**src/rtl/siphash_msg_packer.sv**
```systemverilog
// SipHash front end: packs a byte stream into padded 64-bit words and paces core commands.
// Define SIPHASH_PACKER_FINALIZE_EN to issue the finalize opcode from this block.
module siphash_msg_packer (
  input  logic         clk,
  input  logic         rst,
  input  logic         start,
  input  logic [127:0] key,
  input  logic [7:0]   in_data,
  input  logic         in_valid,
  input  logic         in_last,
  output logic         in_ready,
  input  logic         core_busy,
  output logic         core_we,
  output logic [67:0]  core_cmd,
  output logic         active,
  output logic         done
);

  localparam logic [3:0] OP_K0  = 4'h0;
  localparam logic [3:0] OP_K1  = 4'h1;
  localparam logic [3:0] OP_MSG = 4'h2;
`ifdef SIPHASH_PACKER_FINALIZE_EN
  localparam logic [3:0] OP_FIN = 4'h3;
`endif

  typedef enum logic [2:0] {
    S_IDLE, S_KEY0, S_KEY1, S_FILL,
    S_ISSUE, S_WAIT, S_FIN, S_DONE
  } state_t;

  state_t        state_q, state_d;
  logic [127:0]  key_q, key_d;
  logic [63:0]   word_q, word_d;
  logic [2:0]    lane_q, lane_d;
  logic [7:0]    len_q, len_d;
  logic          final_q, final_d;
  logic          pad_q, pad_d;
  logic          sent_q, sent_d;
  logic          first_q, first_d;
  logic [67:0]   cmd_q, cmd;
  logic          we;
`ifdef SIPHASH_PACKER_FINALIZE_EN
  logic          fin_q, fin_d;
`endif

  always_ff @(posedge clk or posedge rst) begin
    if (rst) begin
      state_q <= S_IDLE;
      key_q   <= '0;
      word_q  <= '0;
      lane_q  <= '0;
      len_q   <= '0;
      final_q <= 1'b0;
      pad_q   <= 1'b0;
      sent_q  <= 1'b0;
      first_q <= 1'b0;
      cmd_q   <= '0;
`ifdef SIPHASH_PACKER_FINALIZE_EN
      fin_q   <= 1'b0;
`endif
    end else begin
      state_q <= state_d;
      key_q   <= key_d;
      word_q  <= word_d;
      lane_q  <= lane_d;
      len_q   <= len_d;
      final_q <= final_d;
      pad_q   <= pad_d;
      sent_q  <= sent_d;
      first_q <= first_d;
      cmd_q   <= cmd;
`ifdef SIPHASH_PACKER_FINALIZE_EN
      fin_q   <= fin_d;
`endif
    end
  end

  always_comb begin
    state_d = state_q;
    key_d   = key_q;
    word_d  = word_q;
    lane_d  = lane_q;
    len_d   = len_q;
    final_d = final_q;
    pad_d   = pad_q;
    sent_d  = sent_q;
    first_d = 1'b0;
    we      = 1'b0;
    cmd     = cmd_q;
`ifdef SIPHASH_PACKER_FINALIZE_EN
    fin_d   = fin_q;
`endif
    unique case (state_q)
      S_IDLE: begin
        if (start) begin
          key_d   = key;
          word_d  = '0;
          lane_d  = '0;
          len_d   = '0;
          final_d = 1'b0;
          pad_d   = 1'b0;
          sent_d  = 1'b0;
`ifdef SIPHASH_PACKER_FINALIZE_EN
          fin_d   = 1'b0;
`endif
          state_d = S_KEY0;
        end
      end
      S_KEY0: begin
        if (!core_busy) begin
          we      = 1'b1;
          cmd     = {OP_K0, key_q[63:0]};
          state_d = S_KEY1;
        end
      end
      S_KEY1: begin
        if (!core_busy) begin
          we      = 1'b1;
          cmd     = {OP_K1, key_q[127:64]};
          state_d = S_FILL;
        end
      end
      S_FILL: begin
        if (in_valid) begin
          word_d[{lane_q, 3'b000} +: 8] = in_data;
          lane_d = lane_q + 3'd1;
          len_d  = len_q + 8'd1;
          // a full last word needs a separate length-only word
          if (in_last) begin
            if (lane_q == 3'd7) begin
              pad_d = 1'b1;
            end else begin
              word_d[63:56] = len_d;
              final_d = 1'b1;
            end
          end
          if (lane_q == 3'd7 || in_last) state_d = S_ISSUE;
        end
      end
      S_ISSUE: begin
        if (!core_busy) begin
          we      = 1'b1;
          cmd     = {OP_MSG, word_q};
          word_d  = '0;
          lane_d  = '0;
          sent_d  = final_q;
          first_d = 1'b1;
          state_d = S_WAIT;
        end
      end
      S_WAIT: begin
        // busy lags the strobe by one cycle
        if (!first_q && !core_busy) begin
          if (sent_q) begin
            state_d = S_FIN;
          end else if (pad_q) begin
            word_d  = {len_q, 56'h0};
            final_d = 1'b1;
            pad_d   = 1'b0;
            state_d = S_ISSUE;
          end else begin
            state_d = S_FILL;
          end
        end
      end
      S_FIN: begin
`ifdef SIPHASH_PACKER_FINALIZE_EN
        if (fin_q) begin
          state_d = S_DONE;
        end else if (!core_busy) begin
          we    = 1'b1;
          cmd   = {OP_FIN, 64'h0};
          fin_d = 1'b1;
        end
`else
        state_d = S_DONE;
`endif
      end
      S_DONE: state_d = S_IDLE;
      default: state_d = S_IDLE;
    endcase
  end

  assign core_we  = we;
  assign core_cmd = cmd;
  assign in_ready = (state_q == S_FILL);
  assign active   = (state_q != S_IDLE);
  assign done     = (state_q == S_DONE);

endmodule
```
**config.mk**
```make
export PLATFORM = sky130hd
export DESIGN_NAME = siphash_msg_packer
export DESIGN_NICKNAME = d
export VERILOG_FILES = /design/src/rtl/siphash_msg_packer.sv
export SDC_FILE = /design/constraint.sdc
export NUM_CORES = 1
export LEC_CHECK = 0
export CELL_PAD_IN_SITES_DETAIL_PLACEMENT = 1
export CELL_PAD_IN_SITES_GLOBAL_PLACEMENT = 1
export CORE_MARGIN = 4
export CORE_UTILIZATION = 42
export DETAILED_ROUTE_END_ITERATION = 6
export PLACE_DENSITY = 0.91
export SKIP_LAST_GASP = 1
export SLEW_MARGIN = 40
export SYNTH_ARGS = -nofsm -noshare
export SYNTH_HDL_FRONTEND = slang
export SYNTH_SLANG_ARGS = --single-unit
export TNS_END_PERCENT = 20
```
**constraint.sdc**
```tcl
create_clock -name clk -period 14.75 [get_ports clk]
set_input_delay 3.6875 -clock clk [delete_from_list [all_inputs] [get_ports clk]]
set_output_delay 3.6875 -clock clk [all_outputs]
set_load 0.01 [all_outputs]
```
# After elaboration in Yosys (flattened, before gate mapping)
# Index checks and enable logic that the tools add are counted.
dict set report totals {
  reg_bits 278
  output_inout_bits 72
  elab_cells 105
}
dict set report classes {
  n_addsub 3
  n_eq_ne 20
  n_shift 2
  mux 50
  n_reduce_logical 20
}
# op n
set op_table {}
lappend op_table {{64-bit 2-to-1 mux} 6}
lappend op_table {{64-bit case mux with 4 select lines} 1}
lappend op_table {{68-bit 2-to-1 mux} 3}
lappend op_table {{68-bit case mux with 3 select lines} 1}
lappend op_table {{64-bit bitwise mux} 1}
lappend op_table {{8-bit by 8-bit variable shift with 64-bit output, first input constant} 1}
lappend op_table {{8-bit by 8-bit variable part select with 64-bit output} 1}
lappend op_table {{3-bit 2-to-1 mux} 12}
lappend op_table {{8-bit 2-to-1 mux} 4}
lappend op_table {{3-bit case mux with 8 select lines} 1}
lappend op_table {{7-bit AND reduction} 3}
lappend op_table {{2-bit inequality test, second input constant} 10}
lappend op_table {{1-bit 2-to-1 mux} 16}
lappend op_table {{8-bit case mux with 2 select lines} 1}
lappend op_table {{3-bit equality test, second input constant} 5}
lappend op_table {{3-bit case mux with 3 select lines} 1}
lappend op_table {{3-bit nonzero test} 3}
lappend op_table {{8-bit by 1-bit adder with 8-bit output, second input constant} 1}
lappend op_table {{6-bit negation with 8-bit output} 1}
lappend op_table {{8-bit AND reduction} 1}
lappend op_table {{3-bit by 2-bit equality test with 1-bit output, second input constant} 2}
lappend op_table {{1-bit case mux with 3 select lines} 2}
lappend op_table {{3-bit AND reduction} 2}
lappend op_table {{2-bit by 1-bit inequality test with 1-bit output, second input constant} 2}
lappend op_table {{12 further kinds} 14}

# Logic depth before layout (Yosys ltp)
# Gate-level depths: netlist of the first run.
dict set report depth {
  depth_word 7
  depth_mapped 9
}

# Worst setup path before layout of the first run
# Ideal clock, no wire load.
dict set report synth_timing {
  path_type {in2out}
  from {input port core_busy}
  to {output port core_cmd[10]}
  arrival_time_ns 4.587
  path_slack_ns 6.476
  path_stages 5
  n_path_buf 2
  cell_sequence {buf_2 a21oi_2 clkbuf_1 nor2_1 a21oi_1}
}
dict set report synth_via {
  elab_chain_cells 2
  word_cells_on_any_way 4
  cone_classes {mux: 4}
}
# element line
set synth_rtl {}
lappend synth_rtl {{from (decl)} 12} ;# input logic core_busy,
lappend synth_rtl {{68-bit 2-to-1 mux, on equally long branches} {141, 110, 117}}
lappend synth_rtl {{68-bit case mux with 3 select lines *} 93} ;# unique case (state_q)
lappend synth_rtl {{to (decl)} 14} ;# output logic [67:0] core_cmd,
# Every way passes the cells marked *; elsewhere a longest branch is shown, timed or not.

# Worst setup path in the final report of the first run
dict set report layout_timing {
  from {input port core_busy}
  to {output port core_cmd[39]}
}
# Same word-level chain as after synthesis.

==> results of run 1 <==
## where the power goes
group,switching [mW],internal [mW]
sequential,0.198,1.08
combinational,0.828,0.662
clock,0.312,0.487
total,1.34,2.22
## kinds of logic (layout without fill, tap and decap cells)
kind of cell / count (synthesis) / count (layout) / synth area share [%]
AOI/OAI and AO/OA: 327 / 327 / 17.8
DFF: 278 / 278 / 57.0
and+or+nand+nor: 235 / 235 / 8.52
muxes: 130 / 130 / 12.0
buffers and inverters: 88 / 290 / 4.05
adders and majority gates: 5 / 5 / 0.512
xor gates and xnor gates: 2 / 2 / 0.144
other: 0 / 1 / 0
## cell type report
cell class                 count  share of cell area (%)
antenna                        1                  0.0161
inverter                      11                   0.346
timing repair buffer         223                    14.3
clock inverter                16                    1.38
clock buffer                  40                    5.39
sequential                   278                    44.7
tap                          384                    3.09
multi-input combinational    699                    30.8
## metrics by stage
stage | util [%] | std cells | setup WS, ns | total power [mW]
finish | 54.2 | 1652 | 4.47 | 3.56
global route | 54.2 | 1652 | 4.33 | 3.78
CTS | 54.2 | 1651 | 4.30 | 3.58
detailed placement | 50.5 | 1595 | 4.31 | 2.75
global placement | 50.4 | 1594 | 4.12 | 2.63
floorplan | - | 1065 | 3.40 | 2.12
## state kept, by name, indices dropped and copies added (netlist names)
name     count
cmd_q       68
final_q      1
first_q      1
key_q      128
lane_q       3
len_q        8
pad_q        1
sent_q       1
state_q      3
word_q      64
## layer usage
layer  part of all wire (%)  GRT usage, %  wire [um]
met5                  0.056             0         22
met4                    3.4          7.99       1360
met3                    5.6          4.39       2200
met2                     53          44.5      20900
met1                     38          29.7      15200
## cells in the final DEF (no fill, tap or decap), types with 2 or more instances in the layout
cell type        instances
dfrtp_1                277
clkdlybuf4s50_1        213
nor2_1                 147
a21oi_1                136
mux2_1                  98
a22oi_1                 66
a22o_1                  45
nand2_1                 35
mux2_2                  31
clkbuf_16               31
o21ai_0                 21
o2bb2ai_1               18
nor3_1                  10
inv_1                    9
clkinv_2                 8
o21ai_2                  7
nand3_1                  7
a31oi_1                  6
clkbuf_1                 6
ha_1                     5
bufinv_16                5
buf_4                    5
nor2b_1                  4
and3_1                   4
o211ai_1                 4
buf_6                    4
nand2b_1                 3
nor4_1                   3
and2_1                   3
a21o_1                   3
o31ai_1                  3
clkbuf_8                 3
or2_1                    2
a211oi_2                 2
a32o_1                   2
o22ai_1                  2
clkinv_4                 2
## path summary, 6_finish.rpt
check	cells past startpoint	end	start	slack, ns
min in group asynchronous	2	cmd_q[52]$_DFF_PP0_	rst	3.66
max in group asynchronous	4	state_q[1]$_DFFE_PP0P_	rst	9.16
hold reg to reg	1	key_q[22]$_DFFE_PP0P_	key_q[22]$_DFFE_PP0P_	0.48
setup / recovery	6	core_cmd[39]	core_busy	4.47
setup reg to reg	6	key_q[104]$_DFFE_PP0P_	state_q[1]$_DFFE_PP0P_	11.06
hold / removal	1	key_q[22]$_DFFE_PP0P_	key_q[22]$_DFFE_PP0P_	0.48
==> metrics.txt, run 1 <==
# IOs=214; CP Data Required Time=11.06 ns; First-pass DRT Iterations=5; Lkg Pwr=6.47 nW; number of flops mapped to enable cells by yosys=0; initial drt markers=654; Die ar.=0.0319 sq mm; FF/Latch Area=0.00696 sq mm; slowest cell on the critical path=clkdlybuf4s50_1; Max clock buf depth=3; PD cells=229 mW/mm^2; layout cells sized above 1=9.39%; CP Max Fanout=88; post-route minimum period=10.28 ns; cts repair resizes=0; slowest stage delay, CP=0.63 ns; fraction of registers with async set/reset=100%; Finished Cell Area=0.0156 sq mm; Post CTS Setup Buffer Count=0; # DRC=0; Yosys reg bits=278; leading area contributor after synthesis=dfrtp_1; Post-CTS Hold Buffers=0; Slew Limit Fails=0; sequential share of the synthesized area=57.0%; Final Cycle Share=69.7%; DR WL/cell=24.0 um; endpoints failing hold=0; Final ANT Viol Nets=0; cts bufs inserted=30; Clock transition at path regs=0.06 ns; Hold WC Path Type=flop to flop; Synth Flop Type=dfrtp_1; Root Buffer=clkbuf_16; Fillers=2,981; initial antenna violation count=3; Core Area=0.0287 sq mm; Via density=5.76; vias in the first global route=10,500; clk_lat worst skew=0.55 ns; syn avg cell area=11.5 sq um; fmax=97.2 MHz; CP Data Arrival Time=6.60 ns; WS Path Type=primary input to primary output; # clock sinks=278; fin nets=1,390; Synth area leaders=dfrtp_1 57%, mux2_1 9.0%, a21oi_1 5.6%, nor2_1 4.6%, a22oi_1 4.1%; status=complete, no violations; dpl hpwl=26,600 um; crit-path cells=clkdlybuf4s50_1 > a21oi_4 > buf_6 > nor2_1 > a21oi_1 > clkdlybuf4s50_1; Yosys warnings=0; worst hold slack=0.483 ns; cell repeated most along the worst path=clkdlybuf4s50_1; top post-synthesis cells by count=278 x dfrtp_1, 148 x nor2_1, 136 x a21oi_1, 98 x mux2_1, 66 x a22oi_1; synth-to-layout area growth=27.5%; cell class contributing the biggest share of worst-path delay=buffers and inverters; Port Buffers=213; Tightest Pin Transition=0.826 ns; placed inst area=0.0145 sq mm; area of the multi-input gates=0.00479 sq mm; post-route setup TNS=0 ns; final-report setup violation count=0; Syn Inst Count=1,065; Worst Skew=0.00864 ns; Row Count=62; crit end category=primary output; VDD IR max=125 uV; Tot GR Track Use=24.6%; DIE WIDTH=178 um; count leader, synth=dfrtp_1; Slew Limit Headroom=44.9%; placer congestion estimate=0.905; Synth Net Count=1,212; RSZ-0062 raised after global routing=false; max-cap violation count=0; Initial Util=42.5%; H-tree depth=1; largest net degree at the start of global routing=140; first-pass GRT wire length=61,400 um; CTS tree=done; Buf+Inv Stages, Crit Path=3; Die Y=178 um; count of cell types in the netlist=63; Startpoint Class=primary input; Mapped Area=0.0122 sq mm; final WL=39,600 um; top-area cell type share of the netlist area=57.0%; Vias=9,512; grt ovf=0
Power figures use the tool's default switching activity.
==> inputs of run 2 (changes only) <==
==> constraint.sdc (replaced) <==
create_clock -name clk -period 9.9 [get_ports clk]
set_input_delay 2.475 -clock clk [delete_from_list [all_inputs] [get_ports clk]]
set_output_delay 2.475 -clock clk [all_outputs]
set_load 0.01 [all_outputs]
==> run 2 against run 1 <==
Effect of this change: clock-buffer cell count increased by 4; hold slack better by 0.0019 ns; non-clock buffer count is 5 higher; register-to-register slack lost 4.4 ns; die area did not move; setup slack lost 2.0 ns; core utilization rose by 0.35 points; critical endpoint is now core_cmd[1]; largest cell class unchanged; highest routed layer unchanged.
==> metrics.txt, run 2 (synthesis results as in run 1) <==
VDD IR max=164 uV; Met1 Wirelength=15,500 um; Hold Path End=key_q[63]$_DFFE_PP0P_; R2R Path Start=state_q[1]$_DFFE_PP0P_; CTS tree=done; crit-path cells=clkdlybuf4s50_1 > a21oi_4 > buf_6 > nor2_1 > a21oi_1 > clkdlybuf4s50_1; Final ANT Viol Nets=0; Buf+Inv Stages, Crit Path=3; Port Buffers=213; Slew Limit Headroom=45.5%; endpoints failing hold=0; # clock sinks=278; WL met2=20,500 um; dpl hpwl=26,800 um; Die Y=178 um; cts bufs inserted=30; Post CTS Setup Buffer Count=0; Fillers=2,959; H-tree depth=1; post-route minimum period=7.42 ns; Core Area=0.0287 sq mm; worst hold slack=0.485 ns; post-route setup TNS=0 ns; area of the multi-input gates=0.00479 sq mm; DIE WIDTH=178 um; Max clock buf depth=3; fin nets=1,395; commonest cells after routing, fill and taps aside=277 x dfrtp_1, 213 x clkdlybuf4s50_1, 147 x nor2_1; met3 wire length=2350 um; cell repeated most along the worst path=clkdlybuf4s50_1; Clock transition at path regs=0.06 ns; max reg flops=128; Initial Util=42.5%; hold_sp=key_q[63]$_DFFE_PP0P_; first-pass GRT wire length=61,500 um; Slew Limit Fails=0; Hold WC Path Type=flop to flop; most common cell after layout, fill and taps aside=dfrtp_1; slowest cell on the critical path=clkdlybuf4s50_1; layout cells sized above 1=9.60%; final-report setup violation count=0; PD cells=338 mW/mm^2; max-cap violation count=0; largest net degree at the start of global routing=137; crit path from=core_busy; CP Max Fanout=88; Row Count=62; slowest stage delay, CP=0.63 ns; Crit Reg-Reg Endpoint=key_q[99]$_DFFE_PP0P_; Top reg by flops=key_q; initial antenna violation count=2; Post-CTS Hold Buffers=0; Startpoint Class=primary input; worst reg2reg path depth=6; First-pass DRT Iterations=5; CP Data Required Time=7.43 ns; Tot GR Track Use=24.5%; DR WL/cell=23.8 um; Tightest Pin Transition=0.817 ns; hold depth=1; RSZ-0062 raised after global routing=false; initial drt markers=615; WS Path Type=primary input to primary output; crit end category=primary output; Vias=9,510; vias in the first global route=10,500; cts repair resizes=0; placer congestion estimate=0.904; Lkg Pwr=6.52 nW; Worst Skew=0.0197 ns; Root Buffer=clkbuf_16; status=complete, no violations; Final Cycle Share=75.0%; Die ar.=0.0319 sq mm; FF/Latch Area=0.00696 sq mm; Largest regs=key_q: 128 flops, cmd_q: 68 flops, word_q: 64 flops; # IOs=214; Via density=5.74; # DRC=0; top sig layer=met5; synth-to-layout area growth=28.4%; final WL=39,500 um; cell class contributing the biggest share of worst-path delay=buffers and inverters; fmax=135 MHz; slack of the worst reg-to-reg path=6.67 ns; grt ovf=0; CP Data Arrival Time=4.95 ns; clk_lat worst skew=0.55 ns
run 2: cell count changes in the layout (fill, tap and decap cells not counted), moves of 2 or more:
cell	change
buf_12	+3
buf_16	+3
buf_4	+2
buf_6	-2
clkbuf_8	+3
clkinv_2	-2
clkinv_4	-2
run 2: metrics by stage:
stage	cell area, sq um	utilization [%]	total power, mW	std cells	setup slack [ns]
3_3_place_gp	14500	50.5	3.92	1595	2.52
6_report	15700	54.6	5.30	1656	2.48
4_1_cts	15600	54.5	5.34	1654	2.25
2_1_floorplan	12200	-	3.16	1065	3.75
5_1_grt	15700	54.6	5.63	1656	2.28
3_5_place_dp	14600	50.8	4.11	1599	2.30
run 2: worst max-delay path by stage:
| stage | endpoint | slack (ns) | depth (start not counted) |
|---|---|---|---|
| 6_report | core_cmd[1] | 2.48 | 6 |
| 5_1_grt | core_cmd[1] | 2.28 | 6 |
| 4_1_cts | core_cmd[1] | 2.25 | 6 |
| 3_5_place_dp | core_cmd[10] | 2.30 | 6 |
| 3_3_place_gp | core_cmd[1] | 2.52 | 6 |
| 2_1_floorplan | cmd_q[0]$_DFF_PP0_ | 3.75 | 1 |
run 2: metal layers:
layer	up-vias	GRT usage (%)
met3	67	4.49
met4	2	7.10
met5	-	0
met1	4924	30.3
li1	4209	-
met2	308	43.6
run 2: cell type report:
type / instances / area share, %
Timing Repair Buffer: 228 / 15.0
Antenna cell: 1 / 0.0160
Tap cell: 384 / 3.07
Sequential cell: 278 / 44.4
Clock inverter: 11 / 1.01
Clock buffer: 44 / 5.65
Multi-Input combinational cell: 699 / 30.6
Inverter: 11 / 0.287
run 2: where the power goes:
group / internal (mW) / total, mW / leakage [nW] / switching, mW
combinational: 0.995 / 2.22 / 2.54 / 1.23
clock: 0.721 / 1.18 / 0.518 / 0.462
sequential: 1.60 / 1.89 / 3.46 / 0.291
total: 3.32 / 5.30 / 6.52 / 1.98
==> inputs of run 3 (changes only) <==
==> constraint.sdc (replaced) <==
create_clock -name clk -period 7.5 [get_ports clk]
set_input_delay 1.875 -clock clk [delete_from_list [all_inputs] [get_ports clk]]
set_output_delay 1.875 -clock clk [all_outputs]
set_load 0.01 [all_outputs]
==> run 3 against run 2 <==
Effect of this change: critical path depth unchanged; clock skew shrank 0.0018 ns; final area is 0.13% lower; power increased by 33%; highest routed layer unchanged.
==> metrics.txt, run 3 (synthesis results as in run 1) <==
first-pass GRT wire length=62,700 um; Port Buffers=213; GRT met2 Usage=44.7%; initial drt markers=707; Via density=5.79; slack of the worst reg-to-reg path=4.32 ns; fin nets=1,394; worst reg2reg path depth=6; post-route setup TNS=0 ns; VDD IR max=187 uV; commonest cells after routing, fill and taps aside=277 x dfrtp_1, 213 x clkdlybuf4s50_1, 147 x nor2_1; fmax=163 MHz; H-tree depth=1; clk_lat worst skew=0.56 ns; largest net degree at the start of global routing=145; Initial Util=42.5%; WS Path Type=primary input to primary output; placed inst area=0.0146 sq mm; Final ANT Viol Nets=0; CP Data Arrival Time=4.27 ns; Largest regs=key_q: 128 flops, cmd_q: 68 flops, word_q: 64 flops; # clock sinks=278; Post CTS Setup Buffer Count=0; Tot GR Track Use=25.1%; initial antenna violation count=3; endpoints failing hold=0; Vias=9,580; Root Buffer=clkbuf_16; Overall Power=7.03 mW; placer congestion estimate=0.934; Top reg by flops=key_q; Startpoint Class=primary input; dpl hpwl=27,700 um; post-layout util=54.5%; most common cell after layout, fill and taps aside=dfrtp_1; RSZ-0062 raised after global routing=false; CTS tree=done; post-route minimum period=6.14 ns; final WL=40,700 um; Max clock buf depth=3; DR WL/cell=24.6 um; max-cap violation count=0; Post-CTS Hold Buffers=0; status=complete, no violations; Final Cycle Share=81.9%; vias in the first global route=10,600; First-pass DRT Iterations=5; cts bufs inserted=30; final-report setup violation count=0; DIE WIDTH=178 um; Slew Limit Headroom=43.9%; cts repair resizes=0; max reg flops=128; layout cells sized above 1=9.54%; layer with the highest usage=met2; Row Count=62; hold depth=1; Lkg Pwr=6.51 nW; Hold WC Path Type=flop to flop; # IOs=214; crit end category=primary output; synth-to-layout area growth=28.2%; # DRC=0; CP Data Required Time=5.62 ns; Slew Limit Fails=0; Finished Cell Area=0.0157 sq mm; grt ovf=0; met1 usage=30.6%; PD cells=449 mW/mm^2; Core Area=0.0287 sq mm; Die ar.=0.0319 sq mm; Worst Skew=0.0179 ns; Tightest Pin Transition=0.837 ns; Die Y=178 um; Clock transition at path regs=0.06 ns; M3 GR Usage=5.13%; CP Max Fanout=88
==> run 3: changes by cell type in the layout (fill, tap and decap cells not counted), sizes merged <==
cell    previous run  this run
clkbuf            44        42
buf               15        14
diode              1         2
==> run 3: routing by layer <==
metal  wire length [um]  up-vias
met5                 11        -
met4               1390        2
met3               2430      105
met1              16000     4972
met2              20900      301
li1                   -     4200
==> run 3: worst max-delay path, cell delays in order <==
cell and delay, ns:
clkdlybuf4s50_1 0.63, a21oi_4 0.23, buf_6 0.48, nor2_1 0.09, a21oi_1 0.24, clkdlybuf4s50_1 0.63
==> run 3: cell type report <==
class | count | area [sq um]
sequential | 278 | 6960
clock inverter | 11 | 159
tap | 384 | 480
multi-input combinational | 699 | 4790
fill | 3004 | 13100
antenna | 2 | 5.00
inverter | 11 | 45.0
clock buffer | 42 | 877
timing repair buffer | 227 | 2330
==> run 3: stage by stage <==
step	setup slack [ns]	cells	hold slack [ns]
4_1_cts	1.20	1651	0.493
5_1_grt	1.24	1654	0.499
2_1_floorplan	1.95	1065	0.449
3_5_place_dp	1.19	1598	0.478
3_3_place_gp	1.46	1595	0.467
6_report	1.36	1654	0.487
==> run 3: final timing paths <==
check                                       start                     end
setup / recovery                        core_busy            core_cmd[51]
hold / removal              key_q[71]$_DFFE_PP0P_   key_q[71]$_DFFE_PP0P_
setup reg to reg           state_q[1]$_DFFE_PP0P_  word_q[23]$_DFFE_PP0P_
hold reg to reg             key_q[71]$_DFFE_PP0P_   key_q[71]$_DFFE_PP0P_
max in group asynchronous                     rst  state_q[1]$_DFFE_PP0P_
min in group asynchronous                     rst    key_q[7]$_DFFE_PP0P_
==> run 3: power by group <==
| part | total (mW) | internal, mW | leakage (nW) | switching (mW) |
|---|---|---|---|---|
| Sequential | 2.51 | 2.11 | 3.46 | 0.395 |
| Combinational | 2.94 | 1.32 | 2.53 | 1.63 |
| Clock | 1.58 | 0.947 | 0.516 | 0.629 |
